`src/rtl/mem_port_arbiter_if.sv`:
```
// Bundles the CPU and DMA request/response channels and the memory-side strobes
// of the shared memory port arbiter.
interface mem_port_arbiter_if #(
  parameter int ADDR_W = 5,
  parameter int DATA_W = 8
);
  logic              cpu_req;
  logic              cpu_we;
  logic [ADDR_W-1:0] cpu_addr;
  logic [DATA_W-1:0] cpu_wdata;
  logic              cpu_gnt;
  logic              cpu_done;
  logic              dma_req;
  logic              dma_we;
  logic [ADDR_W-1:0] dma_addr;
  logic [DATA_W-1:0] dma_wdata;
  logic              dma_gnt;
  logic              dma_done;
  logic [DATA_W-1:0] rdata;
  logic              mem_rd;
  logic              mem_wr;
  logic [ADDR_W-1:0] mem_addr;
  logic [DATA_W-1:0] mem_wdata;
  logic [DATA_W-1:0] mem_rdata;
  logic              busy;

  modport slave (
    input  cpu_req, cpu_we, cpu_addr, cpu_wdata,
    input  dma_req, dma_we, dma_addr, dma_wdata,
    input  mem_rdata,
    output cpu_gnt, cpu_done, dma_gnt, dma_done,
    output rdata, mem_rd, mem_wr, mem_addr, mem_wdata, busy
  );

  modport master (
    output cpu_req, cpu_we, cpu_addr, cpu_wdata,
    output dma_req, dma_we, dma_addr, dma_wdata,
    output mem_rdata,
    input  cpu_gnt, cpu_done, dma_gnt, dma_done,
    input  rdata, mem_rd, mem_wr, mem_addr, mem_wdata, busy
  );
endinterface

```
`src/rtl/mem_port_arbiter.sv`:
```
// Round-robin arbiter serialising CPU and DMA accesses onto one memory port.
// Each access walks IDLE -> ACCESS -> WAIT (MEM_LAT cycles) -> RESP.
module mem_port_arbiter #(
  parameter int ADDR_W  = 5,
  parameter int DATA_W  = 8,
  parameter int MEM_LAT = 1
) (
  input logic               clk,
  input logic               reset,
  mem_port_arbiter_if.slave bus
);
  localparam int CNT_W = $clog2(MEM_LAT + 1);

  typedef enum logic [1:0] {
    IDLE   = 2'd0,
    ACCESS = 2'd1,
    WAIT   = 2'd2,
    RESP   = 2'd3
  } state_e;

  state_e            state_q, state_d;
  logic              sel_dma_q, sel_dma_d;
  logic              last_dma_q, last_dma_d;
  logic              we_q, we_d;
  logic [ADDR_W-1:0] addr_q, addr_d;
  logic [DATA_W-1:0] wdata_q, wdata_d;
  logic [CNT_W-1:0]  cnt_q, cnt_d;
  logic [DATA_W-1:0] rdata_q, rdata_d;
  logic              cpu_gnt_q, cpu_gnt_d;
  logic              dma_gnt_q, dma_gnt_d;
  logic              cpu_done_q, cpu_done_d;
  logic              dma_done_q, dma_done_d;
  logic              mem_rd_q, mem_rd_d;
  logic              mem_wr_q, mem_wr_d;
  logic              busy_q, busy_d;
  logic              take_s;
  logic              pick_dma_s;

  // Next-state, request selection, field latching and read-data capture
  always_comb begin
    state_d    = state_q;
    sel_dma_d  = sel_dma_q;
    last_dma_d = last_dma_q;
    we_d       = we_q;
    addr_d     = addr_q;
    wdata_d    = wdata_q;
    cnt_d      = cnt_q;
    rdata_d    = rdata_q;
    take_s     = 1'b0;
    pick_dma_s = 1'b0;
    case (state_q)
      IDLE: begin
        if (bus.cpu_req && bus.dma_req) begin
          take_s     = 1'b1;
          pick_dma_s = ~last_dma_q;
        end else if (bus.cpu_req) begin
          take_s     = 1'b1;
          pick_dma_s = 1'b0;
        end else if (bus.dma_req) begin
          take_s     = 1'b1;
          pick_dma_s = 1'b1;
        end else begin
          take_s     = 1'b0;
          pick_dma_s = 1'b0;
        end
        if (take_s) begin
          state_d    = ACCESS;
          sel_dma_d  = pick_dma_s;
          last_dma_d = pick_dma_s;
          we_d       = pick_dma_s ? bus.dma_we    : bus.cpu_we;
          addr_d     = pick_dma_s ? bus.dma_addr  : bus.cpu_addr;
          wdata_d    = pick_dma_s ? bus.dma_wdata : bus.cpu_wdata;
        end else begin
          state_d = IDLE;
        end
      end
      ACCESS: begin
        state_d = WAIT;
        cnt_d   = CNT_W'(MEM_LAT);
      end
      WAIT: begin
        cnt_d = cnt_q - CNT_W'(1);
        // mem_rdata is valid only on the final wait cycle of a read
        if (cnt_q == CNT_W'(1)) begin
          state_d = RESP;
          if (!we_q) begin
            rdata_d = bus.mem_rdata;
          end else begin
            rdata_d = rdata_q;
          end
        end else begin
          state_d = WAIT;
        end
      end
      RESP: begin
        state_d = IDLE;
      end
      default: begin
        state_d = IDLE;
      end
    endcase
  end

  // Output pulses are precomputed from the next state so they register in step with it
  always_comb begin
    cpu_gnt_d  = (state_d == ACCESS) && !sel_dma_d;
    dma_gnt_d  = (state_d == ACCESS) &&  sel_dma_d;
    cpu_done_d = (state_d == RESP)   && !sel_dma_d;
    dma_done_d = (state_d == RESP)   &&  sel_dma_d;
    mem_rd_d   = (state_d == ACCESS) && !we_d;
    mem_wr_d   = (state_d == ACCESS) &&  we_d;
    busy_d     = (state_d != IDLE);
  end

  // State, latched access fields and registered outputs
  always_ff @(posedge clk) begin
    if (reset) begin
      state_q    <= IDLE;
      sel_dma_q  <= 1'b0;
      last_dma_q <= 1'b1;
      we_q       <= 1'b0;
      addr_q     <= '0;
      wdata_q    <= '0;
      cnt_q      <= '0;
      rdata_q    <= '0;
      cpu_gnt_q  <= 1'b0;
      dma_gnt_q  <= 1'b0;
      cpu_done_q <= 1'b0;
      dma_done_q <= 1'b0;
      mem_rd_q   <= 1'b0;
      mem_wr_q   <= 1'b0;
      busy_q     <= 1'b0;
    end else begin
      state_q    <= state_d;
      sel_dma_q  <= sel_dma_d;
      last_dma_q <= last_dma_d;
      we_q       <= we_d;
      addr_q     <= addr_d;
      wdata_q    <= wdata_d;
      cnt_q      <= cnt_d;
      rdata_q    <= rdata_d;
      cpu_gnt_q  <= cpu_gnt_d;
      dma_gnt_q  <= dma_gnt_d;
      cpu_done_q <= cpu_done_d;
      dma_done_q <= dma_done_d;
      mem_rd_q   <= mem_rd_d;
      mem_wr_q   <= mem_wr_d;
      busy_q     <= busy_d;
    end
  end

  assign bus.cpu_gnt   = cpu_gnt_q;
  assign bus.dma_gnt   = dma_gnt_q;
  assign bus.cpu_done  = cpu_done_q;
  assign bus.dma_done  = dma_done_q;
  assign bus.rdata     = rdata_q;
  assign bus.mem_rd    = mem_rd_q;
  assign bus.mem_wr    = mem_wr_q;
  assign bus.mem_addr  = addr_q;
  assign bus.mem_wdata = wdata_q;
  assign bus.busy      = busy_q;
endmodule

```
`src/flat_wrapper.sv`:
```
// flat-port wrapper written by rule: the top's interface ports become plain ports
module mem_port_arbiter_flat 
#(
  parameter int ADDR_W  = 5,
  parameter int DATA_W  = 8,
  parameter int MEM_LAT = 1
)
  (clk, reset, bus_cpu_req, bus_cpu_we, bus_cpu_addr, bus_cpu_wdata, bus_dma_req, bus_dma_we, bus_dma_addr, bus_dma_wdata, bus_mem_rdata, bus_cpu_gnt, bus_cpu_done, bus_dma_gnt, bus_dma_done, bus_rdata, bus_mem_rd, bus_mem_wr, bus_mem_addr, bus_mem_wdata, bus_busy);
  mem_port_arbiter_if #(.ADDR_W(ADDR_W), .DATA_W(DATA_W)) bus_i ();
  input logic clk;
  input logic reset;
  input wire logic [$bits(bus_i.cpu_req)-1:0] bus_cpu_req;
  input wire logic [$bits(bus_i.cpu_we)-1:0] bus_cpu_we;
  input wire logic [$bits(bus_i.cpu_addr)-1:0] bus_cpu_addr;
  input wire logic [$bits(bus_i.cpu_wdata)-1:0] bus_cpu_wdata;
  input wire logic [$bits(bus_i.dma_req)-1:0] bus_dma_req;
  input wire logic [$bits(bus_i.dma_we)-1:0] bus_dma_we;
  input wire logic [$bits(bus_i.dma_addr)-1:0] bus_dma_addr;
  input wire logic [$bits(bus_i.dma_wdata)-1:0] bus_dma_wdata;
  input wire logic [$bits(bus_i.mem_rdata)-1:0] bus_mem_rdata;
  output wire logic [$bits(bus_i.cpu_gnt)-1:0] bus_cpu_gnt;
  output wire logic [$bits(bus_i.cpu_done)-1:0] bus_cpu_done;
  output wire logic [$bits(bus_i.dma_gnt)-1:0] bus_dma_gnt;
  output wire logic [$bits(bus_i.dma_done)-1:0] bus_dma_done;
  output wire logic [$bits(bus_i.rdata)-1:0] bus_rdata;
  output wire logic [$bits(bus_i.mem_rd)-1:0] bus_mem_rd;
  output wire logic [$bits(bus_i.mem_wr)-1:0] bus_mem_wr;
  output wire logic [$bits(bus_i.mem_addr)-1:0] bus_mem_addr;
  output wire logic [$bits(bus_i.mem_wdata)-1:0] bus_mem_wdata;
  output wire logic [$bits(bus_i.busy)-1:0] bus_busy;
  assign bus_i.cpu_req = bus_cpu_req;
  assign bus_i.cpu_we = bus_cpu_we;
  assign bus_i.cpu_addr = bus_cpu_addr;
  assign bus_i.cpu_wdata = bus_cpu_wdata;
  assign bus_i.dma_req = bus_dma_req;
  assign bus_i.dma_we = bus_dma_we;
  assign bus_i.dma_addr = bus_dma_addr;
  assign bus_i.dma_wdata = bus_dma_wdata;
  assign bus_i.mem_rdata = bus_mem_rdata;
  assign bus_cpu_gnt = bus_i.cpu_gnt;
  assign bus_cpu_done = bus_i.cpu_done;
  assign bus_dma_gnt = bus_i.dma_gnt;
  assign bus_dma_done = bus_i.dma_done;
  assign bus_rdata = bus_i.rdata;
  assign bus_mem_rd = bus_i.mem_rd;
  assign bus_mem_wr = bus_i.mem_wr;
  assign bus_mem_addr = bus_i.mem_addr;
  assign bus_mem_wdata = bus_i.mem_wdata;
  assign bus_busy = bus_i.busy;
  mem_port_arbiter #(.ADDR_W(ADDR_W), .DATA_W(DATA_W), .MEM_LAT(MEM_LAT)) u_core (.clk(clk), .reset(reset), .bus(bus_i));
endmodule
```
`config.mk`:
```
export PLATFORM = sky130hd
export DESIGN_NAME = mem_port_arbiter_flat
export DESIGN_NICKNAME = d
export VERILOG_FILES = /design/src/rtl/mem_port_arbiter_if.sv /design/src/rtl/mem_port_arbiter.sv /design/src/flat_wrapper.sv
export SDC_FILE = /design/constraint.sdc
export NUM_CORES = 1
export LEC_CHECK = 0
export ABC_AREA = 1
export CAP_MARGIN = 0
export CORE_ASPECT_RATIO = 1.75
export CORE_MARGIN = 1
export CORE_UTILIZATION = 25
export DETAILED_ROUTE_END_ITERATION = 6
export DONT_BUFFER_PORTS = 1
export SETUP_SLACK_MARGIN = 0.05
export SLEW_MARGIN = 40
export SYNTH_ARGS = -nofsm -noshare
export SYNTH_HDL_FRONTEND = slang
export SYNTH_SLANG_ARGS = --single-unit
```
`constraint.sdc`:
```
create_clock -name clk -period 1.65 [get_ports clk]
set_input_delay 0.2475 -clock clk [delete_from_list [all_inputs] [get_ports clk]]
set_output_delay 0.2475 -clock clk [all_outputs]
set_load 0.03 [all_outputs]
```
==> results of run 1 <==
==> flip-flops by register name (all words and copies together) (netlist names) <==
register              flops
u_core.state_q            2
u_core.bus.rdata          8
u_core.bus.mem_wr         1
u_core.bus.mem_rd         1
u_core.bus.mem_addr       5
u_core.sel_dma_q          1
u_core.bus.dma_gnt        1
u_core.bus.cpu_done       1
u_core.last_dma_q         1
u_core.bus.dma_done       1
u_core.cnt_q              1
u_core.bus.cpu_gnt        1
u_core.bus.mem_wdata      8
u_core.bus.busy           1
u_core.we_q               1
==> through the flow <==
step                      cell area (µm²)  setup WS, ns  hold WS (ns)  cells
final                                1670         0.292        0.0227    290
after global routing                 1670         0.162       0.00557    290
after CTS                            1670         0.271       0.00687    290
after detailed placement             1530         0.285         0.319    282
after global placement               1530         0.333         0.321    282
after floorplan                      1440         0.380         0.317    209
==> area by class of cell <==
class / count / share of cell area, %
inverters: 24 / 5.41
multi-input cells: 145 / 37.6
clock inverters: 3 / 4.13
flip-flops and latches: 34 / 40.9
repair buffers: 3 / 2.10
well taps: 76 / 5.71
clock buffers: 5 / 4.13
==> worst max-delay path: cells and delay by family, from the launching register on <==
family / cells / cell delay, ns
fa+ha+maj: 1 / 0.18
buf+inv: 3 / 0.34
flops: 1 / 0.30
simple gates: 4 / 0.42
==> cells by family (layout without fill, tap and decap cells) <==
kind of cell | after synthesis | in the layout | share of synthesized area, %
adder cells (fa/ha/maj) | 3 | 3 | 2.61
AO/OA/AOI/OAI | 25 | 25 | 8.77
buffers and inverters | 30 | 35 | 9.21
AND/OR/NAND/NOR | 117 | 117 | 32.1
flip-flops | 34 | 34 | 47.3
==> power groups by stage <==
| stage | clock network, W | logic, W | registers (W) |
|---|---|---|---|
| CTS | 0.000959 | 0.000600 | 0.00138 |
| finish | 0.000919 | 0.000589 | 0.00138 |
| global placement | 0 | 0.000581 | 0.00140 |
| detailed placement | 0 | 0.000598 | 0.00140 |
| global route | 0.000990 | 0.000682 | 0.00140 |
| floorplan | 0 | 0.000489 | 0.00136 |
==> worst max-delay path by stage <==
stage / from / to / slack [ns] / cells past startpoint
floorplan: u_core.state_q[0]$_SDFF_PP0_ / u_core.bus.rdata[0]$_SDFFE_PP0P_ / 0.38 / 7
global placement: u_core.state_q[0]$_SDFF_PP0_ / u_core.bus.mem_wdata[4]$_SDFFE_PP0P_ / 0.33 / 8
detailed placement: u_core.state_q[0]$_SDFF_PP0_ / u_core.bus.mem_wdata[4]$_SDFFE_PP0P_ / 0.29 / 8
CTS: u_core.state_q[0]$_SDFF_PP0_ / u_core.bus.mem_wdata[4]$_SDFFE_PP0P_ / 0.27 / 8
global route: u_core.state_q[0]$_SDFF_PP0_ / u_core.bus.mem_wdata[0]$_SDFFE_PP0P_ / 0.16 / 8
finish: u_core.state_q[0]$_SDFF_PP0_ / u_core.bus.mem_wdata[4]$_SDFFE_PP0P_ / 0.29 / 8
==> layout by cell type (no fill, tap or decap), drive strengths merged <==
master / count
nand3: 7
ha: 3
inv: 24
a21oi: 1
bufinv: 2
clkbuf: 5
nand4: 1
nand2: 41
nor2: 68
clkinv: 1
a31oi: 1
buf: 3
o21ai: 23
dfxtp: 34
==> per-layer routing <==
layer	track usage [%]	wire length (µm)	vias up
met1	9.69	1190	553
li1	-	-	645
met3	3.67	215	7
met4	6.59	96	0
met2	20.9	1810	40
met5	0	0	-
==> summary.txt, run 1 <==
Synthesis
  – Yosys top cell by area: dfxtp_1
  – Ranking of synthesized cells by area: dfxtp_1, nor2_1, nand2_1
  – Post-Syn Nets: 252
  – Gate Count Post-Synth: 209
  – Area share of the largest cell type after synthesis: 47.3%
  – Synth Register Bits: 34
  – Synth unique cells: 18
  – Seq/Total Area, Yosys: 47.3%
  – Synth top cells by count: nor2_1, nand2_1, dfxtp_1, inv_1, o21ai_0
  – Yosys Warn Count: 0
  – Cell with the most instances after synthesis: nor2_1
  – Post-synth ARST share: 0%
  – Synth Cell Area: 1440 µm²
  – Syn avg cell area: 6.89 µm²
  – Post-synth EDFFs: 0
  – Main synth FF type: dfxtp_1

Worst setup path
  – CP max stage delay: approximately 0.3 ns
  – CP Data Required Time: 1.83 ns
  – R2R depth: 8
  – Crit Path Category: flip-flop to flip-flop
  – Cells along the critical path: inv_1 -> ha_1 -> inv_1 -> nor2_4 -> buf_12 -> nand2_1 -> nor2_1 -> nor2_1
  – Critical Path End Type: flip-flop
  – RR Startpoint: u_core.state_q[0]$_SDFF_PP0_
  – R2R Setup Slk: 0.29 ns
  – Nature of the critical path startpoint: flip-flop
  – Slowest CP cell: dfxtp_1
  – CP Max Fanout: 21
  – Reg-to-reg endpoint: u_core.bus.mem_wdata[4]$_SDFFE_PP0P_
  – Worst Path Arrival: roughly 1.5 ns

Pwr
  – Max VDD drop: 0.000733 V
  – Sequential share of power: 47.7%
  – Clock power frac: 31.9%
  – Pint: between 0.0015 and 0.002 W
  – Sw Share: between 30% and 40%
  – Leakage: 0.816 nW
  – Overall power: about 0.0029 W
  – Sw power: 0.00106 W
  – Combinational share of power: 20.4%
  – Pwr Density: between 1500 and 2000 nW/µm²

CTS
  – CTS Sinks: 34
  – Clk slew on worst S/H paths: 0.07 ns
  – Root Buffer: clkbuf_8
  – Worst-Skew Late Latency: 0.28 ns
  – Postcts setup bufs: 0
  – Hold_buf cts: 0
  – Clock Path Buffers: 2
  – Cts bufs inserted: 5
  – Post-cts resize count: 0
  – H-Tree Depth: 2
  – TritonCTS clock tree: built

Min path
  – Hold crit path type: input port to flip-flop
  – Worst Min Path Start: reset
  – Hold depth: 1
  – Hold Crit Endpoint: u_core.we_q$_SDFF_PP0_

Die
  – Starting Density: between 20% and 30%
  – Die ar.: between 6000 and 7000 µm²
  – Die W: 59.4 µm
  – Ports: 68
  – CORE AREA: about 5500 µm²
  – Die height: between 100 and 150 µm
  – FP Rows: 36

Job
  – Max Cap Viol: 0

Cells and area
  – Final core occ: 30.1%
  – Register area: 681 µm²
  – Synth-to-Final Area Change: 15.6%
  – Nets: 256
  – Area of the multi-input gates: 627 µm²
  – # diodes: 0
  – Final-layout fill cell count: roughly 630
  – Share of cells above drive strength 1: 6.54%

Timing
  – Max-slew headroom: 67.7%
  – Clock Skews: 0.00506 ns
  – Total negative slack: 0 ns
  – Crit path time final: 1.36 ns
  – Worst-Margin Slew: 0.483 ns
  – Fmax: between 700 and 800 MHz
  – Fin crit share: between 80% and 90%
  – RSZ-0062 raised after global routing: false
  – Count of final setup violators: 0
  – Max-slew violations: 0
  – Hold Vio Cnt, Final: 0

Status
  – Outcome: finished clean

Global routing
  – Vias in the first global route: 1,144
  – Total grt overflow: 0
  – Gr usage total: 11.1%
  – Initial antenna violation count: 0
  – First-pass GRT wire length: 4860 µm
  – Largest net degree at the start of global routing: 29

Drt
  – Mean routed wirelength per cell: 11.4 µm
  – Detailed Route WL: 3320 µm
  – DR vias/cell: 4.29
  – Antenna-violating nets left: 0
  – Drt drc: 0
  – First-pass DRT Iterations: 4
  – Routed vias: 1,245
  – Iter 0 DRT Violations: 22

Place
  – Placed wire-length estimate: between 2000 and 3000 µm
  – PortBufs: 0
  – Gpl congestion: 0.762
No activity file was read; power rests on OpenSTA's default activity.
==> inputs of run 2 (changes only) <==
Clock period 1.65 ns to 1.2 ns, I/O delays scaled along.
==> run 2 against run 1 <==
Against the previous run: die area unchanged; critical path type unchanged; power grew 36%; via count up 4.6%; clock skew increased by 0.0044 ns; critical endpoint is now u_core.bus.mem_addr[3]$_SDFFE_PP0P_; fmax up 12%; the run now ends with negative setup slack left; largest power group unchanged; utilization rose by 3.3 points; clock power about the same.
==> summary.txt, run 2 (same netlist as run 1, synthesis figures left out) <==
Global routing
  – Vias in the first global route: 1,122 (-1.9%)
  – Met1 GRT Util: 10.4% (+0.73 points)
  – Gr usage total: 11.3% (+0.19 points)
  – Most Crowded Layer GR: met2
  – Grt met2 use: 21.4% (+0.52 points)
  – Initial antenna violation count: 0 (unchanged)
  – Largest net degree at the start of global routing: 23 (-21%)
  – Met3 Resource Use GR: 2.91% (-0.76 points)
  – Total grt overflow: 0 (unchanged)
  – First-pass GRT wire length: 4990 µm (+2.7%)

Cells and area
  – Non-Filler Instances: 310 (+6.9%)
  – Register area: 683 µm² (+0.37%)
  – Final-layout fill cell count: 597 (-4.5%)
  – Final instance area: 1850 µm² (+11%)
  – Most frequent cells in the layout: nor2_1, nand2_1, dfxtp_1
  – Area of the multi-input gates: 664 µm² (+6.0%)
  – Share of cells above drive strength 1: 20.1% (+14 points)
  – Commonest non-fill, non-tap cell in the layout: nor2_1
  – Synth-to-Final Area Change: 28.5%
  – # diodes: 0 (unchanged)
  – Nets: 276 (+7.8%)

Timing
  – Crit path time final: 1.22 ns (-0.142 ns)
  – Hold Vio Cnt, Final: 0 (unchanged)
  – Worst-Margin Slew: 0.387 ns (-0.0963 ns)
  – RSZ-0062 raised after global routing: true
  – Final setup margin: -0.0156 ns (-0.308 ns)
  – Clock Skews: 0.00943 ns (+0.00436 ns)
  – WHS: 0.0252 ns (+0.00242 ns)
  – Max-slew violations: 0 (unchanged)
  – Fmax: 823 MHz (+12%)
  – Count of final setup violators: 9 (+9)
  – Max-slew headroom: 74.0% (+6.3 points)
  – Fin crit share: 101% (+19 points)

Place
  – Post-DP Area: 1690 µm² (+11%)
  – Gpl congestion: 0.780 (+2.4%)
  – Inst Count DP: 299 (+6.0%)
  – PortBufs: 0 (unchanged)
  – Placed wire-length estimate: 2460 µm (-1.9%)

Worst setup path
  – Slowest CP cell: dfxtp_2
  – CP max stage delay: 0.34 ns (+0.04 ns)
  – Nature of the critical path startpoint: flip-flop
  – Worst Path Arrival: 1.39 ns (-0.15 ns)
  – RR Startpoint: u_core.state_q[1]$_SDFF_PP0_
  – CP Data Required Time: 1.37 ns (-0.46 ns)
  – Critical Path End Type: flip-flop
  – CP Max Fanout: 11 (-48%)
  – Critical path's top delay family: flip-flops
  – Cells along the critical path: inv_2 -> ha_4 -> inv_2 -> nor2_4 -> buf_4 -> nand2_1 -> nor2_1 -> nor2_1
  – CP Launch Point: u_core.state_q[1]$_SDFF_PP0_
  – R2R depth: 8 (unchanged)
  – Critical path buffers and inverters: 3 (unchanged)
  – Crit Path Category: flip-flop to flip-flop
  – CP Depth: 8 (unchanged)

Drt
  – Routed vias: 1,302 (+4.6%)
  – Mean routed wirelength per cell: 10.8 µm (-5.9%)
  – Iter 0 DRT Violations: 23 (+4.5%)
  – Drt drc: 0 (unchanged)
  – Detailed Route WL: 3340 µm (+0.60%)
  – First-pass DRT Iterations: 4 (unchanged)
  – DR vias/cell: 4.20 (-2.2%)
  – Antenna-violating nets left: 0 (unchanged)

CTS
  – Clock Path Buffers: 2 (unchanged)
  – Clk slew on worst S/H paths: 0.08 ns (about the same)
  – H-Tree Depth: 2 (unchanged)
  – TritonCTS clock tree: built
  – Cts bufs inserted: 5 (unchanged)
  – Root Buffer: clkbuf_8
  – CTS Sinks: 34 (unchanged)
  – Worst-Skew Late Latency: 0.29 ns (about the same)

Min path
  – Hold crit path type: input port to flip-flop
  – Worst Min Path Start: bus_mem_rdata[5]
  – Hold depth: 2 (+1)

Die
  – FP Rows: 36 (unchanged)
  – Die ar.: 6080 µm² (unchanged)
  – Die W: 59.4 µm (unchanged)
  – CORE AREA: 5540 µm² (unchanged)
  – Starting Density: 26.0% (unchanged)
  – Die height: 102 µm (unchanged)
  – Ports: 68 (unchanged)

Pwr
  – Leakage: 0.912 nW (+12%)
  – Max VDD drop: 0.000838 V (+14%)
  – Pwr Density: 2110 nW/µm² (+22%)

Status
  – Failing checks: negative setup slack
  – Outcome: finished with violations

Job
  – Max Cap Viol: 0 (unchanged)
run 2: cell count changes in the layout (fill, tap and decap cells not counted), moves of 2 or more:
| cell | previous run | this run |
|---|---|---|
| buf_12 | 1 | 3 |
| buf_4 | 2 | 18 |
| bufinv_16 | 2 | 0 |
| dfxtp_1 | 34 | 32 |
| dfxtp_2 | 0 | 2 |
| inv_1 | 24 | 20 |
| inv_2 | 0 | 3 |
| nand2_1 | 40 | 36 |
| nand2_2 | 1 | 5 |
| nor2_1 | 66 | 64 |
run 2: path summary, 6_finish.rpt:
path	to	slack (ns)
min reg2reg	u_core.last_dma_q$_SDFFE_PP1P_	0.46
max	u_core.bus.mem_addr[3]$_SDFFE_PP0P_	-0.02
max reg2reg	u_core.bus.mem_addr[3]$_SDFFE_PP0P_	-0.02
min	u_core.bus.rdata[5]$_SDFFE_PP0P_	0.03
run 2: per-stage QoR:
stage                     util, %  total power (W)  setup WS (ns)  TNS [ns]
final                        33.4          0.00391        -0.0156   -0.0608
after global routing         33.4          0.00418         -0.114     -2.11
after CTS                    33.1          0.00394        -0.0432    -0.262
after detailed placement     30.5          0.00294        -0.0794    -0.738
after global placement       30.5          0.00293        -0.0383    -0.311
after floorplan                 -          0.00259         0.0474         0
run 2: cell type report:
class	count	share of cell area (%)
clock buffer	6	4.46
multi-input combinational	145	35.9
inverter	24	5.00
sequential	34	36.9
clock inverter	2	0.879
timing repair buffer	23	11.7
tap	76	5.14
run 2: timing repair:
item,CTS,global route
hold endpoints to repair,5,0
setup endpoints to repair,27,29
buffers inserted,1,1
pin swaps,4,4
hold buffers,1,0
gates resized for setup,7,4
cloned,0,0
run 2: metal layers:
layer  share of wire (%)  up-vias
li1                    -      685
met1                  39      570
met2                  55       43
met3                 4.6        4
met4                 1.6        0
met5                   0        -
run 2: worst register-to-register path: stages (launching register included):
cell and delay [ns]:
dfxtp_2 0.34, inv_2 0.08, ha_4 0.14, inv_2 0.04, nor2_4 0.12, buf_4 0.19, nand2_1 0.07, nor2_1 0.08
nor2_1 0.04
run 2: where the power goes:
group	internal (W)	total (W)	switching (W)	leakage (nW)
Combinational	0.000500	0.00127	0.000767	0.584
Sequential	0.00138	0.00172	0.000338	0.280
Clock	0.000472	0.000922	0.000449	0.0478
==> inputs of run 3 (changes only) <==
Settings changed: PLACE_DENSITY set to 0.38, RECOVER_POWER set to 25.
==> run 3 against run 2 <==
Against the previous run: the flow now finishes without violations; sequential power about the same; fmax increased by 1.9%; clock-buffer cell count increased by 1; flip-flop and latch count unchanged; highest routed layer unchanged.
==> summary.txt, run 3 (same netlist as run 1, synthesis figures left out) <==
Timing
  – Hold Vio Cnt, Final: 0 (unchanged)
  – Max-slew violations: 0 (unchanged)
  – Worst-Margin Slew: 0.403 ns (+0.0162 ns)
  – Clock Skews: 0.00367 ns (-0.00576 ns)
  – Fmax: 838 MHz (+1.9%)
  – Fin crit share: 99.4% (-1.9 points)
  – Crit path time final: 1.19 ns (-0.0225 ns)
  – Final setup margin: 0.00694 ns (+0.0225 ns)
  – Total negative slack: 0 ns (+0.0608 ns)
  – Max-slew headroom: 72.9% (-1.1 points)
  – Count of final setup violators: 0 (-9)
  – RSZ-0062 raised after global routing: true

Place
  – DP Worst Slack: -0.108 ns (-0.0291 ns)
  – Placed wire-length estimate: 2530 µm (+2.9%)
  – Gpl congestion: 0.713 (-8.5%)
  – PortBufs: 0 (unchanged)

CTS
  – TritonCTS clock tree: built
  – Cts bufs inserted: 5 (unchanged)
  – Root Buffer: clkbuf_8
  – H-Tree Depth: 2 (unchanged)
  – Clk slew on worst S/H paths: 0.07 ns (about the same)
  – Clock Path Buffers: 2 (unchanged)
  – Worst-Skew Late Latency: 0.28 ns (about the same)
  – CTS Sinks: 34 (unchanged)

Die
  – CORE AREA: 5540 µm² (unchanged)
  – Die W: 59.4 µm (unchanged)
  – Die height: 102 µm (unchanged)
  – Starting Density: 26.0% (unchanged)
  – Ports: 68 (unchanged)
  – FP Rows: 36 (unchanged)
  – Die ar.: 6080 µm² (unchanged)

Cells and area
  – Nets: 275 (-0.36%)
  – Commonest non-fill, non-tap cell in the layout: nor2_1
  – Share of cells above drive strength 1: 17.6% (-2.5 points)
  – # diodes: 0 (unchanged)
  – Synth-to-Final Area Change: 26.2%
  – Most frequent cells in the layout: nor2_1, nand2_1, dfxtp_1

Worst setup path
  – Nature of the critical path startpoint: flip-flop
  – CP max stage delay: 0.33 ns (about the same)
  – RR Startpoint: u_core.state_q[1]$_SDFF_PP0_
  – Critical path buffers and inverters: 3 (unchanged)
  – Crit Path Category: flip-flop to flip-flop
  – CP Max Fanout: 22 (+11)
  – Slowest CP cell: dfxtp_2
  – Cells along the critical path: inv_2 -> ha_4 -> inv_2 -> nor2_4 -> buf_12 -> nand2_1 -> nor2_1 -> nor2_1
  – CP Data Required Time: 1.37 ns (about the same)
  – Worst Path Arrival: 1.36 ns (-0.03 ns)
  – CP Launch Point: u_core.state_q[1]$_SDFF_PP0_
  – Critical Path End Type: flip-flop
  – Critical path's top delay family: simple AND/OR/NAND/NOR gates

Global routing
  – Vias in the first global route: 1,181 (+5.3%)
  – Gr usage total: 11.8% (+0.52 points)
  – Largest net degree at the start of global routing: 29 (+26%)
  – Total grt overflow: 0 (unchanged)
  – Initial antenna violation count: 0 (unchanged)
  – First-pass GRT wire length: 5210 µm (+4.4%)

Pwr
  – Clock power frac: 22.7% (-0.9 points)
  – Combinational share of power: 32.6% (+0.2 points)
  – Pint: 0.00232 W (-1.3%)
  – Sequential share of power: 44.7% (+0.7 points)
  – Sw power: 0.00148 W (-4.5%)
  – Max VDD drop: 0.000922 V (+10%)
  – Sw Share: 39.0% (-0.78 points)
  – Pwr Density: 2090 nW/µm² (-0.86%)
  – Leakage: 0.905 nW (-0.82%)

Job
  – Max Cap Viol: 0 (unchanged)

Drt
  – Iter 0 DRT Violations: 29 (+26%)
  – Routed vias: 1,257 (-3.5%)
  – Antenna-violating nets left: 0 (unchanged)
  – First-pass DRT Iterations: 2 (-2)
  – Mean routed wirelength per cell: 11.0 µm (+2.2%)
  – DR vias/cell: 4.07 (-3.1%)
  – Detailed Route WL: 3400 µm (+1.9%)
  – Drt drc: 0 (unchanged)

Status
  – Outcome: finished clean

Min path
  – Worst Min Path Start: bus_mem_rdata[4]
  – Hold crit path type: input port to flip-flop
[run 3: changes by cell type in the layout (fill, tap and decap cells not counted), moves of 2 or more]
cell      change
o21ai_0       -3
o21ai_1       +3
buf_4         -2
clkbuf_2      +2
nand2_1       +2
nand2_2       -2
[run 3: layer usage]
| layer | GRT usage [%] | up-vias | wire length, µm |
|---|---|---|---|
| met2 | 21.4 | 42 | 1810 |
| met5 | 0 | - | 0 |
| li1 | - | 687 | - |
| met1 | 11.3 | 522 | 1350 |
| met3 | 3.80 | 6 | 172 |
| met4 | 6.59 | 0 | 73 |
[run 3: per-stage QoR]
step           total power, W  hold WS, ns  utilization (%)  instance area [µm²]  cells
2_1_floorplan         0.00259        0.249                -                 1460    209
3_3_place_gp          0.00297        0.253             30.5                 1690    299
3_5_place_dp          0.00296        0.254             30.5                 1690    299
4_1_cts               0.00391       0.0226             32.8                 1820    309
5_1_grt               0.00411       0.0217             32.8                 1820    309
6_report              0.00381       0.0388             32.8                 1820    309
[run 3: power groups by stage]
stage	registers (W)	clock network, W	logic [W]
6_report	0.00170	0.000863	0.00124
5_1_grt	0.00174	0.000978	0.00140
4_1_cts	0.00171	0.000937	0.00127
3_5_place_dp	0.00173	0	0.00123
3_3_place_gp	0.00173	0	0.00124
2_1_floorplan	0.00189	0	0.000706
[run 3: repair_timing]
item                                   in CTS  in global routing
buffers inserted                            1                  0
gates resized for setup                     5                  5
endpoints found under the hold margin       5                  0
setup endpoints to repair                  26                 29
pin swaps                                   4                  3
hold buffers                                1                  0
[run 3: path summary, 6_finish.rpt]
path              slack (ns)  cells after the start                                    to
hold reg to reg         0.47                      2        u_core.last_dma_q$_SDFFE_PP1P_
setup / recovery       0.007                      8  u_core.bus.mem_wdata[4]$_SDFFE_PP0P_
hold / removal          0.04                      2      u_core.bus.rdata[4]$_SDFFE_PP0P_
setup reg to reg       0.007                      8  u_core.bus.mem_wdata[4]$_SDFFE_PP0P_
[run 3: final cells by class]
type,count,area (µm²)
clock buffer,7,86.3
clock inverter,1,5.00
tap,76,95.1
inverter,24,92.6
fill,621,3720
multi-input combinational,145,657
timing repair buffer,22,200
sequential,34,682
